`src/rtl/axi_delay_sched.sv`:
```
// Per-channel AXI handshake stall scheduler: each channel holds its gate closed for a
// programmed fixed or LFSR-masked random number of cycles before every beat may complete.
module axi_delay_sched #(
  parameter int          DelayWidth  = 8,
  parameter int          ResetDelay  = 1,
  parameter bit          ResetRandom = 1'b0,
  parameter logic [15:0] LfsrSeed    = 16'hACE1
) (
  input  logic                  clk_i,
  input  logic                  rst_i,
  input  logic [4:0]            valid_i,
  input  logic [4:0]            ready_i,
  output logic [4:0]            gate_o,
  input  logic                  cfg_we_i,
  input  logic [2:0]            cfg_chan_i,
  input  logic                  cfg_en_i,
  input  logic                  cfg_random_i,
  input  logic [DelayWidth-1:0] cfg_delay_i,
  output logic [4:0]            busy_o
);

  localparam int NumChan = 5;

  typedef enum logic [1:0] {IDLE, WAIT, OPEN} state_e;

  logic [15:0] lfsr_q, lfsr_d;

  // Fibonacci LFSR, taps 16,14,13,11, free-running every cycle
  always_comb begin
    lfsr_d = {lfsr_q[14:0], lfsr_q[15] ^ lfsr_q[13] ^ lfsr_q[12] ^ lfsr_q[10]};
  end

  always_ff @(posedge clk_i) begin
    if (rst_i) begin
      lfsr_q <= LfsrSeed;
    end else begin
      lfsr_q <= lfsr_d;
    end
  end

  for (genvar gi = 0; gi < NumChan; gi++) begin : g_chan
    localparam int Rot = 3 * gi;

    state_e                state_q, state_d;
    logic [DelayWidth-1:0] cnt_q, cnt_d;
    logic                  sh_en_q, sh_en_d, sh_rnd_q, sh_rnd_d;
    logic [DelayWidth-1:0] sh_dly_q, sh_dly_d;
    logic                  act_en_q, act_en_d, act_rnd_q, act_rnd_d;
    logic [DelayWidth-1:0] act_dly_q, act_dly_d;
    logic                  we_hit;
    logic [DelayWidth-1:0] rnd_dly, load_val;

    assign we_hit   = cfg_we_i && (cfg_chan_i == 3'(gi));
    // Each channel taps a differently rotated LFSR so channels stall uncorrelated
    assign rnd_dly  = DelayWidth'((lfsr_q << Rot) | (lfsr_q >> (16 - Rot))) & act_dly_q;
    assign load_val = act_rnd_q ? rnd_dly : act_dly_q;

    always_comb begin
      sh_en_d   = we_hit ? cfg_en_i     : sh_en_q;
      sh_rnd_d  = we_hit ? cfg_random_i : sh_rnd_q;
      sh_dly_d  = we_hit ? cfg_delay_i  : sh_dly_q;
      act_en_d  = act_en_q;
      act_rnd_d = act_rnd_q;
      act_dly_d = act_dly_q;
      // Active copy only follows the shadow between beats, never mid-beat
      if (state_q == IDLE) begin
        act_en_d  = sh_en_d;
        act_rnd_d = sh_rnd_d;
        act_dly_d = sh_dly_d;
      end
    end

    always_comb begin
      state_d = state_q;
      cnt_d   = cnt_q;
      case (state_q)
        IDLE: begin
          if (valid_i[gi] && act_en_q) begin
            cnt_d   = load_val;
            state_d = WAIT;
          end
        end
        WAIT: begin
          if (!valid_i[gi]) begin
            state_d = IDLE;
          end else if (cnt_q == '0) begin
            state_d = OPEN;
          end else begin
            cnt_d = cnt_q - DelayWidth'(1);
          end
        end
        OPEN: begin
          if (!valid_i[gi] || ready_i[gi]) begin
            state_d = IDLE;
          end
        end
        default: state_d = IDLE;
      endcase
      if (!act_en_q) begin
        state_d = IDLE;
      end
    end

    always_ff @(posedge clk_i) begin
      if (rst_i) begin
        state_q   <= IDLE;
        cnt_q     <= '0;
        sh_en_q   <= 1'b1;
        sh_rnd_q  <= ResetRandom;
        sh_dly_q  <= DelayWidth'(ResetDelay);
        act_en_q  <= 1'b1;
        act_rnd_q <= ResetRandom;
        act_dly_q <= DelayWidth'(ResetDelay);
      end else begin
        state_q   <= state_d;
        cnt_q     <= cnt_d;
        sh_en_q   <= sh_en_d;
        sh_rnd_q  <= sh_rnd_d;
        sh_dly_q  <= sh_dly_d;
        act_en_q  <= act_en_d;
        act_rnd_q <= act_rnd_d;
        act_dly_q <= act_dly_d;
      end
    end

    // Bypass opens the gate straight from the active enable, independent of valid/ready
    assign gate_o[gi] = ~act_en_q | (state_q == OPEN);
    assign busy_o[gi] = (state_q != IDLE);
  end

endmodule

```
`config.mk`:
```
export PLATFORM = sky130hd
export DESIGN_NAME = axi_delay_sched
export DESIGN_NICKNAME = d
export VERILOG_FILES = /design/src/rtl/axi_delay_sched.sv
export SDC_FILE = /design/constraint.sdc
export NUM_CORES = 1
export LEC_CHECK = 0
export BUFFER_PORTS_ARGS = -buffer_cell sky130_fd_sc_hd__buf_2
export CAP_MARGIN = 10
export CORE_AREA = 2 2 166 168
export DETAILED_ROUTE_END_ITERATION = 16
export DIE_AREA = 0 0 168 170
export GPL_ROUTABILITY_DRIVEN = 0
export HOLD_SLACK_MARGIN = 0.12
export SYNTH_ARGS = -nofsm -noshare
export SYNTH_HDL_FRONTEND = slang
export SYNTH_SLANG_ARGS = --single-unit
```
`constraint.sdc`:
```
create_clock -name clk_i -period 2.3 [get_ports clk_i]
set_input_delay 0.23 -clock clk_i [delete_from_list [all_inputs] [get_ports clk_i]]
set_output_delay 0.23 -clock clk_i [all_outputs]
set_load 0.05 [all_outputs]
```
==> flow_metrics.py, run 1 <==
metrics = {
    "outcome": {
        "outcome": "finished clean",
    },
    "cells_and_area": {
        "nNetsFinal": 887,
        "diodes": 0,
        "area_delta_synth_final_pct": 16.7,
        "final_util_pct": 32.3,
        "fillers": 2724,
        "drive_above_1_share_pct": 12.4,
    },
    "sta": {
        "worst_slew_pin_slew_ns": 0.825,
        "post-route-min-period_ns": 2.03,
        "hold_viol": 0,
        "slew_violations": 0,
        "period_share_pct": 88.3,
        "finalSetupTns_ns": 0,
        "clock-skew-final_ns": 0.00998,
        "fmax_mhz": 492,
        "grt_setup_unrepaired": "no",
        "setup_viol": 0,
        "slew-limit-headroom_pct": 45.0,
    },
    "floorplanning": {
        "num_rows": 60,
        "core_area_sq_um": 26700,
        "ios": 36,
        "die_w_um": 168,
        "dieArea_sq_um": 28600,
        "start_util_pct": 27.7,
        "die_h_um": 170,
    },
    "worst_hold_path": {
        "min_to": "g_chan[3].state_q[1]",
        "min_path_type": "in -> reg",
        "min_from": "ready_i[3]",
        "hold_depth": 4,
    },
    "cts": {
        "insertion_delay_ns": 0.43,
        "cts_setup_buffers": 0,
        "clkSinkCount": 166,
        "cts.clk_slew.worst_paths_ns": 0.06,
        "cts_htree_levels": 4,
        "numCtsBuffers": 17,
        "clk_path_buf_depth": 2,
        "ctsHoldBuffers": 8,
        "ctsResizeCount": 0,
        "clockRootBuffer": "clkbuf_16",
        "cts_tree": "built",
    },
    "global_route": {
        "grt_usage_pct": 13.0,
        "grt_max_degree": 91,
        "grt_overflow": 0,
        "grt_pass1_vias": 5618,
        "antenna_found_initial": 0,
        "grt_pass1_wl_um": 29700,
    },
    "pwr": {
        "p_leak_uw": 0.00333,
        "p_per_area_nw_per_um2": 845,
        "switching_power_uw": 2170,
        "power_frac_clock_pct": 38.5,
        "intPower_uw": 5100,
        "ir_drop_mv": 0.524,
        "combPwrFrac_pct": 16.8,
        "p_seq_share_pct": 44.6,
        "switching_share_pct": 29.9,
    },
    "routing": {
        "drc": 0,
        "dr_wl_met2_um": 8000,
        "wirelength_um": 18100,
        "dr.first_iter.drc_count": 455,
        "via_count": 5982,
        "ant_nets": 0,
        "routedWlPerCell_um": 15.0,
        "drt-met1-wl_um": 9290,
        "drtPass1Iterations": 5,
        "top_layer_used": "met4",
        "viasPerCell": 4.96,
        "met3WireLength_um": 633,
    },
    "setup_path": {
        "rr_endpoint": "g_chan[3].cnt_q[3]",
        "cpMaxStageDelayCell": "a2111oi_2",
        "worstRegToRegCells": 6,
        "arrival_ns": 2.38,
        "required_ns": 2.65,
        "worstPathMaxFanout": 6,
        "r2r_slack_ns": 0.27,
        "start_kind": "flip-flop",
        "cp_cell_sequence": "inv_1 -> ha_1 -> nor4bb_1 -> a2111oi_2 -> o21ai_0 -> a21oi_1",
        "critPathCaptureType": "flip-flop",
        "worst_path_largest_cell_delay_ns": 0.67,
        "critical_path_class": "reg -> reg",
        "worstReg2RegStart": "g_chan[3].cnt_q[0]",
    },
    "logic_synthesis": {
        "yosysSeqAreaShare_pct": 45.1,
        "yosys.area.top_type_share_pct": 45.1,
        "synth_cell_types": 74,
        "syn_inst": 815,
        "synth_fp_nets": 851,
        "synth-edff-count": 0,
        "synth_area_sq_um": 7370,
        "yosys-top-cells-count": "dfxtp_1 (166), nor2_1 (135), mux2i_1 (52), a211oi_1 (46), nand2b_1 (40)",
        "yosysWarningCount": 0,
        "async_reset_ff_share_pct": 0,
        "yosysTopAreaCell": "dfxtp_1",
        "syn_avg_cell_area_sq_um": 9.05,
        "yosysMostFrequentCell": "dfxtp_1",
        "synthTopCellsByArea": "dfxtp_1 (45%), mux2i_1 (7.1%), nor2_1 (6.9%)",
        "ys_seq_elements": 166,
        "synth_ff_type": "dfxtp_1",
    },
    "flow_run": {
        "cap_violations": 0,
    },
    "placed_design": {
        "dp_hpwl_um": 12400,
        "port_buffers": 35,
    },
}
[power by group through the flow]
| stage | clock network [uW] | logic [uW] | registers, uW |
|---|---|---|---|
| floorplan | 0 | 934 | 3240 |
| global placement | 0 | 1200 | 3300 |
| detailed placement | 0 | 1210 | 3310 |
| CTS | 2860 | 1230 | 3240 |
| global route | 2980 | 1370 | 3270 |
| finish | 2800 | 1220 | 3250 |
[final cells by class]
cell class,count,area [sq um],share of cell area [%]
Multi-Input combinational cell,585,3790,44.1
Sequential cell,166,3320,38.6
Clock buffer,18,439,5.10
Tap cell,341,427,4.96
Timing Repair Buffer,58,395,4.59
Clock inverter,14,140,1.63
Inverter,23,86.3,1.00
[per-layer routing]
layer	vias to the layer above	track usage [%]
li1	3046	-
met1	2807	18.4
met4	0	3.52
met2	118	20.0
met3	11	2.53
met5	-	0
[layout by cell type (no fill, tap or decap), types with 10 or more instances in the layout]
master and n:
inv_1 23, mux2i_1 52, nand2_1 24, nand2b_1 40, a211oi_1 46, nor2_1 135, nand3_1 10, buf_4 14
nor4_1 11, dfxtp_1 166, clkbuf_16 17, o211a_1 12, ha_1 10, buf_2 34, a21oi_1 38, nor2b_1 17
o21ai_0 38, nor3_1 13, and3_1 13
[registers in the layout, indices dropped and copies added (netlist names)]
| name | cells |
|---|---|
| g_chan.act_en_q | 5 |
| g_chan.act_dly_q | 40 |
| g_chan.cnt_q | 40 |
| g_chan.state_q | 10 |
| g_chan.sh_en_q | 5 |
| g_chan.sh_dly_q | 40 |
| g_chan.act_rnd_q | 5 |
| lfsr_q | 16 |
| g_chan.sh_rnd_q | 5 |
[cell families after synthesis]
family	after synthesis	share of synthesized area [%]
AND/OR/NAND/NOR	316	22.3
AO/OA/AOI/OAI	204	19.7
flip-flops	166	45.1
buffers and inverters	64	3.78
multiplexers	52	7.06
adder cells (fa/ha/maj)	10	1.70
XOR/XNOR	3	0.356
[worst max-delay path: cells and delay by family (launching register included)]
family	cells	cell delay [ns]
compound gates	3	1.04
flops	1	0.41
fa+ha+maj	1	0.24
simple gates	1	0.18
buf+inv	1	0.09
[metrics by stage]
stage | hold WS (ns) | instances | setup WS, ns | area [sq um] | total power, uW
3_3_place_gp | 0.448 | 1165 | 0.317 | 7950 | 4500
4_1_cts | 0.147 | 1205 | 0.238 | 8610 | 7330
5_1_grt | 0.149 | 1205 | 0.109 | 8610 | 7630
3_5_place_dp | 0.460 | 1165 | 0.249 | 7950 | 4520
2_1_floorplan | 0.368 | 815 | 0.518 | 7370 | 4180
6_report | 0.145 | 1205 | 0.269 | 8610 | 7280
[how the worst max path moves through the flow]
stage	start	end	slack, ns	depth (start not counted)
2_1_floorplan	g_chan[4].cnt_q[0]	g_chan[4].cnt_q[7]	0.52	6
6_report	g_chan[3].cnt_q[0]	g_chan[3].cnt_q[3]	0.27	6
4_1_cts	g_chan[3].cnt_q[0]	g_chan[3].cnt_q[3]	0.24	6
5_1_grt	g_chan[3].cnt_q[0]	g_chan[3].cnt_q[4]	0.11	6
3_3_place_gp	g_chan[3].cnt_q[0]	g_chan[3].cnt_q[2]	0.32	6
3_5_place_dp	g_chan[3].cnt_q[0]	g_chan[3].cnt_q[3]	0.25	6
Power figures use the tool's default switching activity.
==> inputs of run 2 (changes only) <==
ABC_AREA = 1   (was unset)
CORE_AREA = 2 2 172 174   (was 2 2 166 168)
DIE_AREA = 0 0 174 176   (was 0 0 168 170)
==> run 2 against run 1 <==
  * Die area is 7.2% higher
  * Register-to-register slack better by 0.57 ns
  * Count of clock-buffer cells in the layout is 3 higher
  * Fmax is 4.5% higher
  * Power is 7.2% higher
  * First-iteration DRC count is 14% lower
  * Via count is 19% higher
  * Sequential cell count stayed put
==> flow_metrics.py, run 2 <==
metrics = {
    "cts": {
        "clk_path_buf_depth": 2,
        "cts.clk_slew.worst_paths_ns": 0.07,
        "ctsHoldBuffers": 8,
        "clkSinkCount": 166,
        "cts_tree": "built",
        "cts_setup_buffers": 0,
        "ctsResizeCount": 0,
        "numCtsBuffers": 17,
        "clockRootBuffer": "clkbuf_16",
        "cts_htree_levels": 4,
        "insertion_delay_ns": 0.43,
    },
    "setup_path": {
        "required_ns": 2.07,
        "worstPathMaxFanout": 14,
        "critPathCaptureType": "output pin",
        "rr_endpoint": "g_chan[3].cnt_q[4]",
        "start_kind": "flip-flop",
        "setup.worst_path.start": "g_chan[0].state_q[0]",
        "worstReg2RegStart": "g_chan[3].cnt_q[0]",
        "cp_cell_sequence": "nor2_4 -> inv_1 -> buf_2",
        "crit_end": "busy_o[0]",
        "worstRegToRegCells": 10,
        "arrival_ns": 1.71,
        "critical_path_class": "reg -> out",
        "worst_path_largest_cell_delay_ns": 0.49,
        "r2r_slack_ns": 0.84,
        "cpMaxStageDelayCell": "dfxtp_1",
    },
    "outcome": {
        "outcome": "finished clean",
    },
    "logic_synthesis": {
        "ys_seq_elements": 166,
        "syn_avg_cell_area_sq_um": 6.81,
        "synth_ff_type": "dfxtp_1",
        "syn_inst": 1169,
        "yosys.area.top_type_share_pct": 41.8,
        "yosysWarningCount": 0,
        "synth_cell_types": 36,
        "yosysTopAreaCell": "dfxtp_1",
        "synthTopCellsByArea": "dfxtp_1 (42%), nand2_1 (11%), inv_1 (7.9%)",
        "synth-edff-count": 0,
        "synth_area_sq_um": 7960,
        "yosys-top-cells-count": "nand2_1 (235), inv_1 (167), dfxtp_1 (166), nor2_1 (160), o21ai_0 (73)",
        "yosysSeqAreaShare_pct": 41.8,
        "async_reset_ff_share_pct": 0,
        "synth_fp_nets": 1205,
        "yosysMostFrequentCell": "nand2_1",
    },
    "sta": {
        "post-route-min-period_ns": 1.94,
        "slew-limit-headroom_pct": 52.6,
        "worst_slew_pin_slew_ns": 0.709,
        "grt_setup_unrepaired": "no",
        "slew_violations": 0,
        "clock-skew-final_ns": 0.00979,
        "hold_viol": 0,
        "setup_viol": 0,
        "finalSetupTns_ns": 0,
        "period_share_pct": 84.5,
        "fmax_mhz": 515,
    },
    "cells_and_area": {
        "final_cell_mix": "nand2_1 (235), inv_1 (167), dfxtp_1 (166)",
        "final_common_cell": "nand2_1",
        "area_delta_synth_final_pct": 15.3,
        "diodes": 0,
        "final_area_sq_um": 9170,
        "largestRegisters": "g_chan.act_dly_q (40), g_chan.cnt_q (40), g_chan.sh_dly_q (40)",
        "nNetsFinal": 1241,
        "drive_above_1_share_pct": 9.78,
    },
    "global_route": {
        "grt_pass1_vias": 6621,
        "grt_max_degree": 107,
        "grt_overflow": 0,
        "grt_usage_pct": 13.5,
        "grt_pass1_wl_um": 33400,
        "antenna_found_initial": 0,
    },
    "routing": {
        "routedWlPerCell_um": 12.5,
        "drc": 0,
        "wirelength_um": 20000,
        "ant_nets": 0,
        "drtPass1Iterations": 5,
        "via_count": 7094,
        "dr.first_iter.drc_count": 392,
        "viasPerCell": 4.43,
    },
    "pwr": {
        "p_leak_uw": 0.00436,
        "ir_drop_mv": 0.540,
        "switching_power_uw": 2560,
        "combPwrFrac_pct": 23.0,
        "switching_share_pct": 32.9,
        "intPower_uw": 5230,
        "p_seq_share_pct": 42.3,
        "power_frac_clock_pct": 34.7,
        "p_per_area_nw_per_um2": 850,
    },
    "floorplanning": {
        "die_h_um": 176,
        "core_area_sq_um": 28500,
        "dieArea_sq_um": 30600,
        "ios": 36,
        "die_w_um": 174,
        "num_rows": 62,
        "start_util_pct": 27.9,
    },
    "placed_design": {
        "dp_hpwl_um": 13800,
        "port_buffers": 35,
        "placed_cell_area_sq_um": 8540,
    },
    "flow_run": {
        "cap_violations": 0,
    },
    "worst_hold_path": {
        "min_path_type": "in -> reg",
    },
}
==> run 2: how the worst min path moves through the flow <==
stage                            end      startpoint  cells after the start  slack, ns
6_report        g_chan[3].state_q[1]      valid_i[3]                      3       0.16
3_5_place_dp               lfsr_q[6]       lfsr_q[5]                      2       0.45
4_1_cts         g_chan[3].state_q[1]      valid_i[3]                      3       0.14
5_1_grt         g_chan[3].state_q[1]      valid_i[3]                      3       0.16
2_1_floorplan  g_chan[0].sh_dly_q[0]  cfg_delay_i[0]                      2       0.37
3_3_place_gp               lfsr_q[6]       lfsr_q[5]                      2       0.44
==> run 2: area by class of cell <==
class                      instances  area [sq um]
clock buffer                      21           450
timing repair buffer              53           358
sequential                       166          3320
tap                              384           480
multi-input combinational        789          3790
clock inverter                    10           100
inverter                         178           668
fill                            3145         19400
==> run 2: per-layer routing <==
| metal | vias up | track usage [%] | share of wire, % |
|---|---|---|---|
| met5 | - | 0 | 0 |
| met4 | 0 | 4.13 | 1.0 |
| met3 | 14 | 2.09 | 2.9 |
| met2 | 106 | 22.3 | 46 |
| met1 | 3216 | 18.1 | 50 |
| li1 | 3758 | - | - |
==> run 2: stage by stage <==
| step | instances | power [uW] | utilization (%) | hold WS [ns] | worst slack (ns) |
|---|---|---|---|---|---|
| 4_1_cts | 1601 | 7870 | 32.1 | 0.140 | 0.331 |
| 3_3_place_gp | 1562 | 5120 | 29.9 | 0.443 | 0.764 |
| 6_report | 1601 | 7800 | 32.1 | 0.161 | 0.357 |
| 3_5_place_dp | 1562 | 5140 | 29.9 | 0.445 | 0.731 |
| 5_1_grt | 1601 | 8280 | 32.1 | 0.164 | 0.201 |
| 2_1_floorplan | 1169 | 4680 | - | 0.368 | 0.477 |
==> run 2: cells by family (layout without fill, tap and decap cells) <==
group                      after synthesis  after routing  share of synthesized area [%]
DFF                                    166            166                           41.8
adders and majority gates               10             10                           1.57
AOI/OAI and AO/OA                      233            233                           15.6
and+or+nand+nor                        535            535                           29.3
muxes                                    2              2                          0.252
buffers and inverters                  214            262                           10.6
xor gates and xnor gates                 9              9                          0.991
==> run 2: power by group through the flow <==
stage / sequential [uW] / combinational [uW] / clock, uW
after global placement: 3360 / 1760 / 0
final: 3300 / 1790 / 2700
after global routing: 3330 / 2070 / 2880
after detailed placement: 3360 / 1780 / 0
after CTS: 3300 / 1800 / 2770
after floorplan: 3310 / 1380 / 0
==> run 2: worst max-delay path, delay by kind of cell, from the launching register on <==
kind	cells	cell delay [ns]
and+or+nand+nor	1	0.12
buffers and inverters	2	0.68
DFF	1	0.49
